**config.mk**
```make
export PLATFORM = sky130hd
export DESIGN_NAME = am_env_detect
export DESIGN_NICKNAME = d
export VERILOG_FILES = /design/src/rtl/am_env_detect.sv
export SDC_FILE = /design/constraint.sdc
export NUM_CORES = 1
export LEC_CHECK = 0
export ABC_AREA = 1
export CORE_ASPECT_RATIO = 0.8
export CORE_MARGIN = 10
export CORE_UTILIZATION = 62
export DETAILED_ROUTE_END_ITERATION = 12
export PLACE_DENSITY = 0.93
export REMOVE_ABC_BUFFERS = 1
export SLEW_MARGIN = 20
export SYNTH_ARGS = -nofsm -noshare
export SYNTH_HDL_FRONTEND = slang
export SYNTH_SLANG_ARGS = --single-unit
```
**constraint.sdc**
```tcl
create_clock -name clk -period 8.3 [get_ports clk]
set_input_delay 2.075 -clock clk [delete_from_list [all_inputs] [get_ports clk]]
set_output_delay 2.075 -clock clk [all_outputs]
set_load 0.05 [all_outputs]
```
**src/rtl/am_env_detect.sv**
```systemverilog
// AM envelope detector: rectifies offset-binary samples, takes the peak over each window, and
// reports the per-frame envelope max/min along with the modulation-depth numerator and denominator.
module am_env_detect #(
    parameter int unsigned WIN_LEN   = 120,
    parameter int unsigned FRAME_LEN = 64
) (
    input  logic        clk,
    input  logic        rst_n,
    input  logic        en,
    input  logic        adc_valid,
    input  logic [11:0] adc_data,
    output logic        env_valid,
    output logic [11:0] env_data,
    output logic        frame_valid,
    output logic [11:0] frame_max,
    output logic [11:0] frame_min,
    output logic [12:0] depth_num,
    output logic [12:0] depth_den
);

    localparam logic StIdle = 1'b0;
    localparam logic StRun  = 1'b1;

    localparam logic [11:0] WinLast   = 12'(WIN_LEN - 1);
    localparam logic [7:0]  FrameLast = 8'(FRAME_LEN - 1);

    logic        state_q;
    logic [11:0] win_cnt_q;
    logic [11:0] peak_q;
    logic [7:0]  frame_cnt_q;
    logic [11:0] fmax_q;
    logic [11:0] fmin_q;
    logic        env_valid_q;
    logic [11:0] env_data_q;
    logic        frame_valid_q;
    logic [11:0] frame_max_q;
    logic [11:0] frame_min_q;
    logic [12:0] depth_num_q;
    logic [12:0] depth_den_q;

    logic [11:0] rect;
    logic [11:0] peak_max;
    logic [11:0] trk_max;
    logic [11:0] trk_min;
    logic        run;
    logic        accept;
    logic        win_done;
    logic        trk_upd;
    logic        frame_done;

    always_comb begin
        // Below midscale the subtraction tops out at 2048, which still fits in 12 bits.
        rect       = adc_data[11] ? {1'b0, adc_data[10:0]} : (12'd2048 - adc_data);
        peak_max   = (rect > peak_q) ? rect : peak_q;
        trk_max    = (env_data_q > fmax_q) ? env_data_q : fmax_q;
        trk_min    = (env_data_q < fmin_q) ? env_data_q : fmin_q;
        run        = (state_q == StRun) && en;
        accept     = run && adc_valid;
        win_done   = accept && (win_cnt_q == WinLast);
        trk_upd    = run && env_valid_q;
        frame_done = trk_upd && (frame_cnt_q == FrameLast);
    end

    always_ff @(posedge clk) begin
        if (!rst_n) begin
            state_q       <= StIdle;
            win_cnt_q     <= '0;
            peak_q        <= '0;
            frame_cnt_q   <= '0;
            fmax_q        <= '0;
            fmin_q        <= 12'd4095;
            env_valid_q   <= 1'b0;
            env_data_q    <= '0;
            frame_valid_q <= 1'b0;
            frame_max_q   <= '0;
            frame_min_q   <= '0;
            depth_num_q   <= '0;
            depth_den_q   <= '0;
        end else begin
            env_valid_q   <= win_done;
            frame_valid_q <= frame_done;
            if (state_q == StIdle) begin
                if (en) begin
                    state_q <= StRun;
                end
            end else if (!en) begin
                // Leaving RUN drops any partial window/frame, including a sample in this cycle.
                state_q     <= StIdle;
                win_cnt_q   <= '0;
                peak_q      <= '0;
                frame_cnt_q <= '0;
                fmax_q      <= '0;
                fmin_q      <= 12'd4095;
            end else begin
                if (accept) begin
                    if (win_done) begin
                        win_cnt_q  <= '0;
                        peak_q     <= '0;
                        env_data_q <= peak_max;
                    end else begin
                        win_cnt_q <= win_cnt_q + 12'd1;
                        peak_q    <= peak_max;
                    end
                end
                if (trk_upd) begin
                    if (frame_done) begin
                        frame_cnt_q <= '0;
                        fmax_q      <= '0;
                        fmin_q      <= 12'd4095;
                        frame_max_q <= trk_max;
                        frame_min_q <= trk_min;
                        depth_num_q <= {1'b0, trk_max - trk_min};
                        depth_den_q <= {1'b0, trk_max} + {1'b0, trk_min};
                    end else begin
                        frame_cnt_q <= frame_cnt_q + 8'd1;
                        fmax_q      <= trk_max;
                        fmin_q      <= trk_min;
                    end
                end
            end
        end
    end

    assign env_valid   = env_valid_q;
    assign env_data    = env_data_q;
    assign frame_valid = frame_valid_q;
    assign frame_max   = frame_max_q;
    assign frame_min   = frame_min_q;
    assign depth_num   = depth_num_q;
    assign depth_den   = depth_den_q;

endmodule

```
# Word-level counts from Yosys, hierarchy flattened
# Cells that the tools add are included.
dict set report totals {
  reg_bits 120
  inputBits 16
  output_inout_bits 64
  wordCells 54
}
dict set report op_classes {
  add_sub_neg 5
  order_cmp 3
  n_eq_ne 4
  muxes 20
  reduce_logical 9
}
# operator count
set ops {}
lappend ops {{$mux W12} 16}
lappend ops {{$gt A12 B12 Y1} 2}
lappend ops {{$mux W8} 3}
lappend ops {{$add A12 B12 Y13} 1}
lappend ops {{$add A12 B1 Y12 const B} 1}
lappend ops {{$eq A12 B7 Y1 const B} 1}
lappend ops {{$lt A12 B12 Y1} 1}
lappend ops {{$sub A12 B12 Y12} 1}
lappend ops {{$sub A12 B12 Y12 const A} 1}
lappend ops {{$add A8 B1 Y8 const B} 1}
lappend ops {{$eq A8 B6 Y1 const B} 1}
lappend ops {{$reduce_and A4 Y1} 2}
lappend ops {{$logic_and A1 B1 Y1} 5}
lappend ops {{$ne A2 B1 Y1 const B} 2}
lappend ops {{$reduce_and A2 Y1} 2}
lappend ops {{$mux W1} 1}

# Logic depth before layout (Yosys ltp)
# Gate-level depths: netlist of run 1.
dict set report depth {
  ltp_word 7
  mapped_depth 29
  ltp_nobuf 29
}

# Least setup slack after synthesis of run 1
# No wires, ideal clock.
dict set report synth_timing {
  path_kind {input port to flip-flop}
  start {in adc_data[0]}
  end {reg env_data_q[10] (netlist: env_data[10])}
  setup_time_ns 0.115
  t_arrival_ns 4.455
  t_required_ns 8.185
  slack_ns 3.730
  stages 19
  n_path_buf 1
  path_cell_list {inv_1 ha_1 nand2_1 nor2_1 nand3b_1 nor3_1 a31oi_1 xor2_1 ha_1 nand4_1 nor3_1 nand2_1 o211ai_1 nand2_1 inv_1 clkbuf_1 o21ai_0 o21ai_0 inv_1}
}
dict set report synth_between {
  elab_chain_cells 4
}
# element line
set synth_rtl {}
lappend synth_rtl {{from (decl)} 11} ;# input logic [11:0] adc_data,
lappend synth_rtl {{$sub A12 B12 Y12} 53} ;# rect = adc_data[11] ? {1'b0, adc_data[10:0]} : (12'd2048 - adc_data);
lappend synth_rtl {{$mux W12 *} 53}
lappend synth_rtl {{$gt A12 B12 Y1} 54} ;# peak_max = (rect > peak_q) ? rect : peak_q;
lappend synth_rtl {{$mux W12 *} 54}
lappend synth_rtl {{to (signal assigned)} 99} ;# env_data_q <= peak_max;
lappend synth_rtl {{to (decl)} 34} ;# logic [11:0] env_data_q;
# Mark *: on every way between the ends. The rest lies on a longest branch, timed or not.
# A chain may end at the register's enable or synchronous reset.

# Final worst setup path of run 1
dict set report layout_timing {
  start {in adc_data[0]}
  end {reg env_data_q[9] (netlist: env_data[9])}
}
# The elaborated chain is that of the path after synthesis.

==> flow_metrics.tcl, run 1 <==
set metrics [dict create \
    clock_path_buffers 2 \
    ys_seq_area_frac 0.3345 \
    period_share 0.6367 \
    fmax_mhz 189.2 \
    rows 34 \
    grt_use_total 0.2352 \
    cts_setup_buffers 0 \
    leakage_nw 3.908 \
    vias 7146 \
    seq_area_um2 2382 \
    final-setup-viol-count 0 \
    clock-sinks 119 \
    vdd_drop_max_mv 0.1366 \
    syn_inst 1048 \
    hp-class "flop to flop" \
    vias_per_cell 5.649 \
    die_y_um 115.9 \
    crit_buf_inv 4 \
    pwr-share-seq 0.425 \
    drv_slew 0 \
    end_kind "flop" \
    place_congestion 0.9303 \
    ios 80 \
    yosysWarnings 0 \
    switchingPower_mw 0.3187 \
    final_util 0.7686 \
    start_kind "input port" \
    worstPathArrival_ns 5.59 \
    grt_pass1_vias 6835 \
    dpl_cell_area_um2 7945 \
    yosys-top-cells-area "dfxtp_1 33%, nand2_1 11%, ha_1 11%" \
    synth_seq_cells 119 \
    status "completed" \
    cp.required_ns 8.60 \
    clk_transition_reported_paths_ns 0.05 \
    syn_area_um2 7122 \
    crit_family "simple AND/OR/NAND/NOR gates" \
    dieArea_um2 16200 \
    worst_pin_slew_ns 1.011 \
    drc_errors 0 \
    synth_cell_types 40 \
    p_sw_frac 0.2329 \
    grt_start_max_net_pins 81 \
    clock_latency_ns 0.42 \
    cts-root-buf "clkbuf_16" \
    drive_above_1_share 0.03568 \
    cp_slowest_cell "inv_1" \
    finalSetupTns_ns 0 \
    power_frac_comb 0.061 \
    grt-ovfl-total 0 \
    cts_hold_buf 0 \
    path_class "input port to flop" \
    slew_headroom 0.3237 \
    rsz0062_at_grt "false" \
    nets 1188 \
    multi_input_area_um2 3844 \
    power_density_nw_per_um2 161.0 \
    first_pass_iters 5 \
    coreArea_um2 11060 \
    wire_per_inst_um 15.09 \
    drt-total-wl_mm 19.09 \
    finalInstanceArea_um2 8501 \
    grt_antenna_before_repair 0 \
    slowest_delay_ns 0.42 \
    start_util 0.6439 \
    crit_chain "clkdlybuf4s50_1, inv_1, ha_1, nand2_1, nor2_1, nand3b_1, nor3_1, a31oi_1, xor2_1, ha_1, nand4_1, nor3_1, nand2_1, o211ai_1, nand2_1, inv_1, o21ai_0, o21ai_0, inv_1" \
    antenna_cells 0 \
    yosys.area.top_type "dfxtp_1" \
    clock-skew-final_ns 0.007567 \
    synth.top_cell.area_share 0.3345 \
    fin_crit_ns 5.285 \
    dieWidth_um 139.8 \
    drtIter0Drc 692 \
    dp_hpwl_mm 13.40 \
    p_clk_frac 0.513 \
    cts-htree-levels 4 \
    ant_nets 0 \
    internal-power_mw 1.050 \
    grt_pass1_wl_mm 32.10 \
    hold_violations 0 \
    areaGrowthSynthToFinish_pct 19.36 \
    portBuffers 78 \
    cts_resized 0 \
    cts_tree "built" \
    cts_made_buffers 17 \
    crit_path_max_fanout 22 \
    syn_area_per_cell_um2 6.796 \
    n_fill_cell 823 \
    maxCapViolCount 0 \
]
-- path summary, 6_finish.rpt --
kind | start | endpoint | slack [ns] | cells after the start
max | adc_data[0] | env_data[9] | 3.02 | 19
min | peak_q[8] | peak_q[8] | 0.47 | 2
max reg2reg | env_data[11] | depth_den[10] | 3.66 | 21
min reg2reg | peak_q[8] | peak_q[8] | 0.47 | 2
-- power by group through the flow --
stage / sequential [mW] / clock [mW] / combinational (mW)
CTS: 0.582 / 0.705 / 0.0821
global placement: 0.594 / 0 / 0.0766
global route: 0.582 / 0.728 / 0.0960
finish: 0.582 / 0.702 / 0.0838
detailed placement: 0.594 / 0 / 0.0807
floorplan: 0.593 / 0 / 0.0520
-- registers in the layout, summed over array words and instances, names as in the netlist --
name         count
depth_den       13
env_data        12
fmax_q          12
fmin_q          12
frame_max       12
frame_min       12
peak_q          12
win_cnt_q       12
depth_num       11
frame_cnt_q      8
env_valid        1
frame_valid      1
state_q          1
-- placed cells by master (no fill, tap or decap), types with 11 or more instances in the layout --
| cell | synthesis | layout |
|---|---|---|
| clkbuf_16 | 0 | 17 |
| dfxtp_1 | 119 | 119 |
| o211ai_1 | 27 | 27 |
| clkdlybuf4s50_1 | 0 | 78 |
| a21oi_1 | 87 | 87 |
| ha_1 | 62 | 62 |
| nand3_1 | 28 | 28 |
| nor3_1 | 21 | 21 |
| o22ai_1 | 11 | 11 |
| nand2_1 | 209 | 209 |
| nor2_1 | 90 | 90 |
| inv_1 | 189 | 189 |
| o21ai_0 | 93 | 93 |
| xor2_1 | 19 | 19 |
-- kinds of logic (layout without fill, tap and decap cells) --
logic type               count (synthesis)  count (layout)  share of synthesized area
buffers and inverters                  234             307                     0.1258
other                                    1               1                  0.0005266
flip-flops                             119             119                     0.3345
adder cells (fa/ha/maj)                 63              63                     0.1117
AO/OA/AOI/OAI                          247             247                     0.1941
AND/OR/NAND/NOR                        363             363                     0.2075
XOR/XNOR                                21              21                    0.02583
-- metrics by stage --
step	hold WS, ns	total power, mW	setup slack, ns	std cells
after detailed placement	0.4569	0.6746	2.719	1234
final	0.4688	1.368	3.015	1265
after CTS	0.4656	1.368	3.110	1265
after floorplan	0.4439	0.6450	3.275	1008
after global placement	0.4526	0.6701	2.933	1234
after global routing	0.4857	1.406	2.695	1265
-- routing by layer --
layer | up-vias | track usage | part of all wire
met4 | 0 | 0.1037 | 0.027
li1 | 3504 | - | -
met3 | 48 | 0.06827 | 0.084
met5 | - | 0 | 0
met2 | 299 | 0.3869 | 0.46
met1 | 3295 | 0.2827 | 0.43
-- cell usage after synthesis --
master and instances:
o21ai_0 93, o22ai_1 11, clkbuf_1 31, or2_2 1, nor3_1 21, o21ai_1 5
buf_1 1, a21oi_2 2, a31oi_1 4, inv_1 189, a32oi_1 1, and2_1 1
nor3b_1 1, o211a_1 1, nand3b_1 1, dfxtp_1 119, fa_1 1, buf_2 5
clkinv_1 2, nand3_1 28, xnor2_1 2, a21o_1 2, nor2_1 90, buf_4 3
inv_2 3, a211oi_1 7, nand4_1 7, nor4_1 2, ha_1 62, nand2_1 209
a21oi_1 87, nor3_4 1, xor2_1 19, o31ai_1 2, o221ai_1 1, o21a_1 2
a221oi_1 2, nor3_2 1, conb_1 1, o211ai_1 27
-- worst reg2reg max path, cell delays in order, from the launching register on --
cell and delay [ns]:
dfxtp_1 0.45, ha_1 0.30, a21oi_1 0.14, o21ai_0 0.13, nor2_1 0.26, nand2_1 0.47
o21ai_0 0.57, ha_1 0.28, ha_1 0.15, nor2_1 0.06, o21ai_0 0.51, nand2_1 0.10
nand2_1 0.08, a21oi_1 0.09, o21ai_0 0.38, nand2_1 0.11, nand2_1 0.08, nand2_1 0.07
nand3_1 0.09, nand3_1 0.08, nand2_1 0.09, inv_1 0.03
-- final cells by class --
type	instances	share of cell area
timing repair buffer	82	0.09538
inverter	194	0.08566
clock inverter	10	0.01236
sequential	119	0.2802
clock buffer	21	0.05299
multi-input combinational	695	0.4522
tap	144	0.02120
No activity file was read; power rests on OpenSTA's default activity.
==> run 2, diff against run 1 <==
--- a/config.mk
+++ b/config.mk
@@ -8,9 +8,9 @@
 export ABC_AREA = 1
 export CORE_ASPECT_RATIO = 0.8
 export CORE_MARGIN = 10
-export CORE_UTILIZATION = 62
+export CORE_UTILIZATION = 57
 export DETAILED_ROUTE_END_ITERATION = 12
-export PLACE_DENSITY = 0.93
+export PLACE_DENSITY = 0.87
 export REMOVE_ABC_BUFFERS = 1
 export SLEW_MARGIN = 20
 export SYNTH_ARGS = -nofsm -noshare
==> constraint.sdc (replaced) <==
create_clock -name clk -period 5.38 [get_ports clk]
set_input_delay 1.345 -clock clk [delete_from_list [all_inputs] [get_ports clk]]
set_output_delay 1.345 -clock clk [all_outputs]
set_load 0.05 [all_outputs]
==> run 2 against run 1 <==
  * Non-clock buffer count up 3
  * Hold slack got worse by 0.0039 ns
  * Final cell count rose by 2.2%
  * Register-to-register slack lost 2.7 ns
  * Sequential power rose by 54%
  * First-iteration DRC count is 8.5% lower
  * Global-route usage fell by 2.5 points
  * Final area increased by 0.49%
  * Sequential share of layout area decreased by 0.14 points
  * Routed wire length is 2.7% lower
  * Highest routed layer unchanged
==> flow_metrics.tcl, run 2 (synthesis results as in run 1) <==
set metrics [dict create \
    vias_per_cell 5.404 \
    grt_util_met2 0.3405 \
    fmax_mhz 221.1 \
    cts_tree "built" \
    multi_input_area_um2 3844 \
    dpl_worst_slack_ns 0.5101 \
    start_util 0.5834 \
    drive_above_1_share 0.03565 \
    gr-usage-met3 0.05708 \
    grt_use_met1 0.2672 \
    antenna_cells 0 \
    power_density_nw_per_um2 244.6 \
    final-setup-viol-count 0 \
    finalPower_mw 2.090 \
    worstPathArrival_ns 4.82 \
    clock_path_buffers 2 \
    clock_latency_ns 0.41 \
    cp.required_ns 5.68 \
    worst_pin_slew_ns 0.9807 \
    start_kind "input port" \
    final_cell_mix "209 x nand2_1, 189 x inv_1, 119 x dfxtp_1, 93 x o21ai_0, 90 x nor2_1" \
    die_y_um 120.0 \
    ant_nets 0 \
    slew_headroom 0.3443 \
    ios 80 \
    grt_antenna_before_repair 0 \
    cts_setup_buffers 0 \
    r2r_setup_slack_ns 0.92 \
    dp_hpwl_mm 13.22 \
    path_class "input port to flop" \
    grt_pass1_wl_mm 31.08 \
    finalSetupTns_ns 0 \
    vias 6987 \
    crit_path_max_fanout 22 \
    n_fill_cell 986 \
    portBuffers 78 \
    place_congestion 0.9354 \
    grt_start_max_net_pins 81 \
    grt_pass1_vias 6484 \
    end_kind "flop" \
    maxCapViolCount 0 \
    place_inst 1264 \
    cts-root-buf "clkbuf_16" \
    rows 36 \
    leakage_nw 3.921 \
    period_share 0.8405 \
    final_cells 1293 \
    status "completed" \
    dieArea_um2 17390 \
    largest_reg_flops 13 \
    rsz0062_at_grt "false" \
    finalInstanceArea_um2 8542 \
    drtIter0Drc 633 \
    top_usage_layer "met2" \
    cts_made_buffers 17 \
    hp-class "flop to flop" \
    drt-total-wl_mm 18.57 \
    cts_hold_buf 0 \
    grt-ovfl-total 0 \
    drv_slew 0 \
    clk_transition_reported_paths_ns 0.05 \
    first_pass_iters 6 \
    cts-htree-levels 4 \
    coreArea_um2 12210 \
    dpl_cell_area_um2 8001 \
    final_util 0.6998 \
    nets 1191 \
    seq_area_um2 2382 \
    fin_ws_ns 0.8581 \
    holdWs_ns 0.4649 \
    hold_violations 0 \
    grt_use_total 0.2107 \
    cts_resized 0 \
    clock-sinks 119 \
    layout_commonest_cell "nand2_1" \
    clock-skew-final_ns 0.006447 \
    wire_per_inst_um 14.36 \
    fin_crit_ns 4.522 \
    drc_errors 0 \
    vdd_drop_max_mv 0.1889 \
    areaGrowthSynthToFinish_pct 19.94 \
    dieWidth_um 145.0 \
]
==> run 2: per-layer routing <==
layer,up-vias,wire (um)
met5,-,0
met4,0,340
met3,32,1499
met2,299,8317
met1,3139,8412
li1,3517,-
==> run 2: area by class of cell <==
type / instances / share of cell area
Clock buffer: 25 / 0.05800
Clock inverter: 4 / 0.005273
Inverter: 194 / 0.08525
Multi-Input combinational cell: 695 / 0.4500
Sequential cell: 119 / 0.2789
Tap cell: 171 / 0.02505
Timing Repair Buffer: 85 / 0.09755
==> run 2: power breakdown <==
part	internal (mW)	switching [mW]	total, mW	leakage (nW)
sequential	0.892	0.00615	0.898	0.961
clock	0.673	0.391	1.06	0.269
combinational	0.0443	0.0830	0.127	2.69
total	1.61	0.480	2.09	3.92
==> run 2: worst paths after layout <==
kind | start | endpoint | cells past startpoint
hold reg to reg | peak_q[9] | peak_q[9] | 2
hold / removal | peak_q[9] | peak_q[9] | 2
setup / recovery | adc_data[0] | env_data[9] | 19
setup reg to reg | env_data[9] | depth_den[10] | 21
==> run 2: critical path: stages <==
cell,delay (ns)
clkdlybuf4s50_1,0.39
inv_1,0.11
ha_1,0.18
nand2_1,0.06
nor2_1,0.12
nand3b_1,0.12
nor3_1,0.24
a31oi_1,0.14
xor2_1,0.18
ha_1,0.31
nand4_1,0.11
nor3_1,0.27
nand2_1,0.10
o211ai_1,0.10
nand2_1,0.11
inv_1,0.42
o21ai_0,0.23
o21ai_0,0.21
inv_1,0.08
